===== src/rtl/cdm_pipe_mul.sv =====
// Two-stage pipelined carry-disregard multiplier with valid/ready handshakes.
// Approx mode ORs the low CD_BITS product columns and sums the rest without a carry from below.
module cdm_pipe_mul #(
  parameter int W       = 8,
  parameter int CD_BITS = 4,
  parameter int TAG_W   = 4,
  parameter int CNT_W   = 16
) (
  input  logic               clk,
  input  logic               rst_n,
  input  logic               in_valid,
  output logic               in_ready,
  input  logic [W-1:0]       in_a,
  input  logic [W-1:0]       in_b,
  input  logic               in_approx,
  input  logic [TAG_W-1:0]   in_tag,
  output logic               out_valid,
  input  logic               out_ready,
  output logic [2*W-1:0]     out_p,
  output logic               out_approx,
  output logic [TAG_W-1:0]   out_tag,
  input  logic               cnt_clr,
  output logic [CNT_W-1:0]   approx_cnt
);

  localparam int PW   = 2 * W;
  localparam int SW   = 2 * W + 1;
  localparam int HALF = W / 2;

  logic            s1_valid;
  logic [PW-1:0]   s1_low;
  logic [SW-1:0]   s1_sum_a;
  logic [SW-1:0]   s1_sum_b;
  logic            s1_approx;
  logic [TAG_W-1:0] s1_tag;

  logic            s2_valid;
  logic [PW-1:0]   s2_p;
  logic            s2_approx;
  logic [TAG_W-1:0] s2_tag;

  logic            s2_adv;
  logic            s1_adv;

  logic [PW-1:0]   low_mask;
  logic [PW-1:0]   row;
  logic [PW-1:0]   contrib;
  logic [PW-1:0]   or_low;
  logic [SW-1:0]   sum_a;
  logic [SW-1:0]   sum_b;
  logic [SW-1:0]   total;
  logic [PW-1:0]   final_p;

  assign s2_adv   = !s2_valid || out_ready;
  assign s1_adv   = s2_adv || !s1_valid;
  assign in_ready = s1_adv;

  // Rows are split into two half-sums; in approx mode each row is pre-shifted
  // right by CD_BITS so no carry can come from the disregarded columns.
  always_comb begin
    low_mask = '0;
    row      = '0;
    contrib  = '0;
    or_low   = '0;
    sum_a    = '0;
    sum_b    = '0;
    for (int unsigned i = 0; i < unsigned'(PW); i++) begin
      low_mask[i] = (i < unsigned'(CD_BITS));
    end
    for (int unsigned j = 0; j < unsigned'(W); j++) begin
      row     = in_b[j] ? (PW'(in_a) << j) : '0;
      contrib = in_approx ? (row >> CD_BITS) : row;
      or_low  = or_low | (row & low_mask);
      if (j < unsigned'(HALF)) begin
        sum_a = sum_a + SW'(contrib);
      end else begin
        sum_b = sum_b + SW'(contrib);
      end
    end
  end

  always_comb begin
    total   = s1_sum_a + s1_sum_b;
    final_p = s1_approx ? (PW'(total << CD_BITS) | s1_low) : PW'(total);
  end

  always_ff @(posedge clk or negedge rst_n) begin
    if (!rst_n) begin
      s1_valid  <= 1'b0;
      s1_low    <= '0;
      s1_sum_a  <= '0;
      s1_sum_b  <= '0;
      s1_approx <= 1'b0;
      s1_tag    <= '0;
    end else if (s1_adv) begin
      s1_valid <= in_valid;
      if (in_valid) begin
        s1_low    <= or_low;
        s1_sum_a  <= sum_a;
        s1_sum_b  <= sum_b;
        s1_approx <= in_approx;
        s1_tag    <= in_tag;
      end
    end
  end

  always_ff @(posedge clk or negedge rst_n) begin
    if (!rst_n) begin
      s2_valid  <= 1'b0;
      s2_p      <= '0;
      s2_approx <= 1'b0;
      s2_tag    <= '0;
    end else if (s2_adv) begin
      s2_valid <= s1_valid;
      if (s1_valid) begin
        s2_p      <= final_p;
        s2_approx <= s1_approx;
        s2_tag    <= s1_tag;
      end
    end
  end

  assign out_valid  = s2_valid;
  assign out_p      = s2_p;
  assign out_approx = s2_approx;
  assign out_tag    = s2_tag;

  always_ff @(posedge clk or negedge rst_n) begin
    if (!rst_n) begin
      approx_cnt <= '0;
    end else if (cnt_clr) begin
      approx_cnt <= '0;
    end else if (out_valid && out_ready && out_approx && (approx_cnt != '1)) begin
      approx_cnt <= approx_cnt + CNT_W'(1);
    end
  end

endmodule


===== config.mk =====
export PLATFORM = sky130hd
export DESIGN_NAME = cdm_pipe_mul
export DESIGN_NICKNAME = d
export VERILOG_FILES = /design/src/rtl/cdm_pipe_mul.sv
export SDC_FILE = /design/constraint.sdc
export NUM_CORES = 1
export LEC_CHECK = 0
export BUFFER_PORTS_ARGS = -buffer_cell sky130_fd_sc_hd__buf_2
export CORE_MARGIN = 4
export CORE_UTILIZATION = 35
export CTS_BUF_LIST = sky130_fd_sc_hd__clkbuf_8 sky130_fd_sc_hd__clkbuf_16
export DETAILED_ROUTE_END_ITERATION = 8
export PLACE_DENSITY = 0.53
export SLEW_MARGIN = 20
export SYNTH_ARGS = -nofsm -noshare
export SYNTH_HDL_FRONTEND = slang
export SYNTH_SLANG_ARGS = --single-unit

===== constraint.sdc =====
create_clock -name clk -period 2.85 [get_ports clk]
set_input_delay 0.4275 -clock clk [delete_from_list [all_inputs] [get_ports clk]]
set_output_delay 0.4275 -clock clk [all_outputs]
set_load 0.01 [all_outputs]

==> results.md, run 1 <==
- Status: complete, but fails checks
- Failing checks: setup timing
- Worst IR Drop VDD: between 0.3 and 0.4 mV
- Startpoint types: input port
- Max Freq: 287 MHz
- Metal-1 WL: slightly below 8000 um
- Met3 wire len: around 630 um
- Syn_area_per_cell: ~9 um2
- Core area: ~18000 um2
- Sum of negative setup slack: -7.86 ns
- Top-area cell type share of the netlist area: 29.5%
- DRC violation count after routing: 0
- Power per cell area: between 600 and 700 nW/um2
- Die area: approximately 21000 um2
- Final Non-Filler Cells: around 1100
- Worst setup EP type: register
- Top sig layer: met4
- Area Growth Syn to Fin: 27.5%
- Arr. time, crit path: ~3.7 ns
- Final slew viol count: 0
- Dpl hpwl: between 10000 and 15000 um
- Syn Std Cell Area: 6440 um2
- Final #Nets: 968
- Synth top area cells: dfrtp_1 30%, fa_1 12%, ha_1 8.9%
- CTS Sinks: 76
- First-pass GRT wire length: around 27000 um
- Top cells by count, synth: 76 x dfrtp_1, 76 x nand2_1, 73 x inv_1, 46 x ha_1, 46 x o21ai_0
- WL per Instance: approximately 15 um
- GRT Util Overall: 16.0%
- Final setup vio count: 19
- Die Wd: about 140 um
- Skew-Pair Late Insertion Delay: roughly 0.34 ns
- Yosys reg bits: 76
- Worst slew margin: 35.5%
- P_leak: a little over 4 nW
- Setup WS pre-CTS: -1.13 ns
- Mapped Cells: between 700 and 800
- Fraction of layout cells with a size suffix above 1: between 20 and 30%
- Final Hold Fails: 0
- Util after Layout: between 40% and 50%
- Clk slew on worst S/H paths: around 0.060 ns
- RSZ-0062 raised after global routing: yes
- Top-Level Pins: between 60 and 70
- Post-synthesis sequential area ratio: between 20% and 30%
- Cell variety after synth: between 50 and 60
- Hold slack: about 0.24 ns
- H-tree depth: 3
- Syn nets: between 800 and 900
- DR pass1 iterations: 5
- Crit path max fanout: 8
- Gpl congestion: about 0.85
- Cells after DPL: 1066
- Final worst setup slack: -0.639 ns
- CTS tree: built
- Top FF cell, synth: dfrtp_1
- Vias in the first global route: approximately 5600
- WL final: about 16000 um
- Critical path class: in2reg
- Total gr overflow: 0
- Antenna diode count: 0
- Starting Density: 35.7%
- Fin crit share: 122%
- Starting DRC count in detailed routing: a little under 200
- Routed vias: 5416
- Initial antenna violation count: 0
- Row cnt: 49
- Worst Tran Pin Value: between 0.9 and 1 ns
- Root Driver: clkbuf_16
- Warning count from the yosys run: 0
- PortBufs: 64
- Met2 Wirelength: slightly above 7000 um
- Post-synth EDFFs: 0
- Fillers: roughly 1700
- Largest area contributor in the netlist: dfrtp_1
- Worst hold path type: in2async
- CP required: around 3.1 ns
- Largest net degree at the start of global routing: 77
- Vias/cell: slightly below 5
- Max Cap Viol: 0
- Antenna Nets Post-Route: 0
- Asr flop ratio synth: 100%
- Hold_buf cts: 0
- CTS Buffer Depth: 2
- Multi-input gate area: around 4400 um2
- Clock Skews: 0.00741 ns
- Reg area: around 1900 um2
- Minimum clock period: ~3.5 ns
- TritonCTS Buffers: 9
- Die height: 144 um
[worst paths after layout]
kind / slack (ns) / endpoint / startpoint / cells past startpoint
max reg2reg: 0.40 / out_p[12]$_DFFE_PN0P_ / s1_sum_a[0]$_DFFE_PN0P_ / 10
max: -0.64 / s1_sum_a[11]$_DFFE_PN0P_ / in_approx / 15
max in group asynchronous: 1.98 / s1_sum_a[3]$_DFFE_PN0P_ / rst_n / 1
min reg2reg: 0.47 / out_tag[3]$_DFFE_PN0P_ / s1_tag[3]$_DFFE_PN0P_ / 2
min in group clk: 0.33 / s1_tag[3]$_DFFE_PN0P_ / in_tag[3] / 2
min: 0.24 / approx_cnt[11]$_DFFE_PN0P_ / rst_n / 1
[metrics by stage]
stage               instance area (um2)  power [mW]
floorplan                          6560        3.03
CTS                                8110        5.23
finish                             8210        5.23
detailed placement                 7630        3.81
global route                       8210        5.64
global placement                   7630        3.76
[area by class of cell]
class	count	area share, %
inverter	74	3.38
timing repair buffer	153	12.3
multi-input combinational	543	53.4
clock buffer	10	2.91
tap	229	3.49
sequential	76	23.2
clock inverter	6	1.36
[registers in the layout, summed over array words and instances (netlist names)]
| name | flops |
|---|---|
| out_p | 16 |
| out_tag | 4 |
| out_approx | 1 |
| s1_sum_a | 12 |
| out_valid | 1 |
| s1_tag | 4 |
| s1_approx | 1 |
| s1_sum_b | 16 |
| s1_valid | 1 |
| approx_cnt | 16 |
| s1_low | 4 |
[report_power, final]
group          switching, mW  total [mW]  internal (mW)
Clock                  0.447        1.33          0.879
Combinational           1.31        2.42           1.11
Sequential             0.161        1.49           1.33
[timing repair]
item                       4_1_cts  5_1_grt
setup endpoints to repair       20       20
pin swaps                       29       12
resized for setup               27       12
setup buffers                    6        4
gates cloned                     0        0
[layout by cell type, fill, tap and decap left out, types with 34 or more instances in the layout]
cell,instances
and2_1,38
buf_2,62
buf_4,88
dfrtp_1,76
fa_1,37
ha_1,42
inv_1,70
nand2_1,75
nor2_1,39
o21ai_0,34
[metal layers]
metal  up-vias  GRT usage [%]
li1       2695              -
met1      2603           22.6
met2       100           26.0
met3        18           2.03
met4         0           4.26
met5         -              0
[critical path: stages]
cell,delay (ns)
buf_12,0.12
mux2_4,0.34
and2_4,0.17
fa_1,0.49
inv_2,0.04
fa_1,0.57
buf_4,0.12
fa_2,0.21
nor2b_2,0.05
o21a_1,0.19
o21ai_2,0.18
a21oi_2,0.09
o211a_1,0.22
or3_1,0.32
a41o_1,0.19
[logic make-up after synthesis]
kind of cell	after synthesis	share of synthesized area, %
fa+ha+maj	85	21.1
simple gates	265	20.7
flops	76	29.5
mux	25	4.22
compound gates	132	13.5
buf+inv	104	6.06
xor+xnor	36	4.90
Note: power is estimated with default switching activity, not from simulation.
==> run 2: changes to the inputs <==
- ABC_AREA: default -> 1
==> run 2 against run 1 <==
  * Critical path type unchanged
  * Setup slack improved by 0.65 ns
  * Via count rose by 29%
  * Worst hold slack improved by 0.0065 ns
  * Clock power shrank 8%
  * Maximum frequency grew 23%
  * Global-route usage grew 1.6 points
  * Register-to-register slack better by 0.48 ns
  * First-iteration DRC count is 42% higher
  * The run now ends clean
  * Combinational power up 9.9%
  * Largest cell class unchanged
==> results.md, run 2 <==
- Status: finished, final reports clean
- P_leak: 4.94 nW
- Critical Path Max Stage Delay: 0.55 ns
- Cell variety after synth: 37
- PortBufs: 64
- Minimum clock period: 2.84 ns
- CTS tree: built
- Arr. time, crit path: ~3 ns
- Area Growth Syn to Fin: 36.0%
- Clock network power share: 22.8%
- Asr flop ratio synth: 100%
- Post-synth EDFFs: 0
- DR pass1 iterations: 5
- Dpl hpwl: between 15000 and 20000 um
- Startpoint types: input port
- Power per cell area: 560 nW/um2
- Crit path max-delay cell type: fa_1
- CTS Sinks: 76
- Largest area contributor in the netlist: dfrtp_1
- Warning count from the yosys run: 0
- Comb power frac: between 40 and 50%
- Initial antenna violation count: 0
- CP required: 3.06 ns
- Sum of negative setup slack: 0 ns
- Synth top area cells: dfrtp_1 27%, nand2_1 16%, fa_1 11%
- WL final: 20000 um
- Worst R2R Start: s1_sum_a[0]$_DFFE_PN0P_
- Top cells by count, synth: 301 x nand2_1, 148 x inv_1, 107 x nand3_1, 98 x nor2_1, 76 x dfrtp_1
- Syn nets: 1148
- R2R setup slack: ~0.9 ns
- Max Freq: about 350 MHz
- Cells after DPL: ~1400
- CTS Buffer Depth: 2
- Final Non-Filler Cells: about 1500
- Util after Layout: 49.1%
- GRT Util Overall: 17.6%
- Reg2Reg Capture Point: out_p[12]$_DFFE_PN0P_
- Top-area cell type share of the netlist area: 26.7%
- Flop pwr share: roughly 28%
- Final setup vio count: 0
- WL per Instance: roughly 14 um
- Psw: about 2.1 mW
- Sw Ratio: about two fifths
- Vias/cell: roughly 4.8
- Syn_area_per_cell: about 6.9 um2
- Critical path class: in2reg
- Max Cap Viol: 0
- Clk slew on worst S/H paths: about 0.06 ns
- Post-Place Cell Area: 8600 um2
- RSZ-0062 raised after global routing: yes
- Top FF cell, synth: dfrtp_1
- Design area: 9670 um2
- Fraction of layout cells with a size suffix above 1: 27.2%
- Die Wd: about 150 um
- Worst Tran Pin Value: 0.951 ns
- Worst slew margin: a little over a third
- Clock Skews: 0.00813 ns
- Crit-path cells: buf_16, buf_12, nand3_4, o21ai_2, fa_1, fa_1, ha_2, inv_2, fa_2, inv_2, nand3_2, nand2_2, nand3_2, nand2_2, xnor2_2, o21ai_1
- Total chip power: 5.41 mW
- Largest net degree at the start of global routing: 77
- Antenna Nets Post-Route: 0
- Post-synthesis sequential area ratio: 26.7%
- TritonCTS Buffers: 9
- Crit path max fanout: 6
- Die area: about 23000 um2
- Cells on worst reg2reg path: 13
- Antenna diode count: 0
- Core area: ~20000 um2
- Final slew viol count: 0
- Worst hold path type: in2async
- Final #Nets: 1303
- Worst IR Drop VDD: ~0.33 mV
- Final worst setup slack: 0.0122 ns
- Vias in the first global route: 6681
- Syn Std Cell Area: between 7000 and 8000 um2
- Row cnt: just over 50
- CP bufs+invs: 4
- Setup WS pre-CTS: -0.509 ns
- Mapped Cells: 1037
- Total gr overflow: 0
- Int Power: ~3.3 mW
- Routed vias: 6978
- Skew-Pair Late Insertion Delay: between 0.3 and 0.4 ns
- First-pass GRT wire length: approximately 33000 um
- Crit path max-delay family: adder cells
- Gpl congestion: roughly 0.85
- Most common cell after layout, fill and taps aside: nand2_1
- Fin crit share: between 90 and 100%
- Most common cell in the netlist: nand2_1
- Yosys reg bits: 76
- Final Hold Fails: 0
- Starting Density: between 30% and 40%
- Worst setup EP type: register
- Die height: about 150 um
- H-tree depth: 3
- Most frequent cells in the layout: 275 x nand2_1, 134 x inv_1, 106 x buf_4
- Root Driver: clkbuf_16
- Hold_buf cts: 0
- Top-Level Pins: between 60 and 70
- Starting DRC count in detailed routing: ~280
- DRC violation count after routing: 0
- Hold slack: approximately 0.25 ns
[run 2: cell types whose count changed in the layout (fill, tap and decap cells not counted), sizes merged, moves of 16 or more]
cell   delta
and3     -17
nor2     +60
nand2   +227
mux2     -17
nor2b    -21
and2     -38
buf      +24
inv      +79
nand3    +87
o21ai    +16
[run 2: power by group through the flow]
| stage | combinational, mW | sequential (mW) | clock [mW] |
|---|---|---|---|
| 2_1_floorplan | 1.59 | 1.55 | 0 |
| 3_3_place_gp | 2.45 | 1.54 | 0 |
| 3_5_place_dp | 2.44 | 1.54 | 0 |
| 4_1_cts | 2.50 | 1.52 | 1.27 |
| 5_1_grt | 3.04 | 1.56 | 1.30 |
| 6_report | 2.66 | 1.52 | 1.23 |
[run 2: cell type report]
cell class,instances,area (um2)
Clock inverter,6,87.6
Clock buffer,10,239
Fill cell,1985,10000
Inverter,152,602
Tap cell,265,332
Sequential cell,76,1900
Timing Repair Buffer,182,1490
Multi-Input combinational cell,769,5000
Timing Repair inverter,2,22.5
[run 2: cell families after synthesis]
family	after synthesis	synth area share [%]
AO/OA/AOI/OAI	117	9.11
XOR/XNOR	20	2.46
adder cells (fa/ha/maj)	85	19.1
buffers and inverters	192	10.3
flip-flops	76	26.7
AND/OR/NAND/NOR	547	32.3
[run 2: worst max path at each step]
stage | depth (start not counted) | endpoint | slack, ns | from
5_1_grt | 20 | s1_sum_b[13]$_DFFE_PN0P_ | -0.13 | in_a[1]
3_3_place_gp | 19 | s1_sum_b[13]$_DFFE_PN0P_ | -0.46 | in_approx
4_1_cts | 15 | s1_sum_a[5]$_DFFE_PN0P_ | -0.005 | in_approx
2_1_floorplan | 21 | s1_sum_b[13]$_DFFE_PN0P_ | -0.26 | in_approx
3_5_place_dp | 15 | s1_sum_a[5]$_DFFE_PN0P_ | -0.51 | in_approx
6_report | 16 | s1_sum_a[9]$_DFFE_PN0P_ | 0.01 | in_approx
[run 2: repair_timing]
action	4_1_cts	5_1_grt
endpoints found under the setup margin	16	18
cloned	2	6
pin swaps	13	38
gates resized for setup	30	115
buffers inserted	0	12
[run 2: worst register-to-register path, cell delays in order (launching register included)]
cell	delay, ns
dfrtp_1	0.36
ha_1	0.24
inv_1	0.08
fa_1	0.40
inv_1	0.12
nand3_1	0.07
nand3_1	0.11
nand2_1	0.09
nand2_1	0.09
nand2_1	0.07
nand2_1	0.06
nand2_1	0.05
nand3_1	0.08
nand2_1	0.05
[run 2: routing by layer]
layer | vias to the layer above | part of all wire [%] | track usage [%]
li1 | 3620 | - | -
met4 | 0 | 1.5 | 3.75
met1 | 3171 | 50 | 25.8
met5 | - | 0 | 0
met2 | 168 | 45 | 28.0
met3 | 19 | 4.0 | 2.11
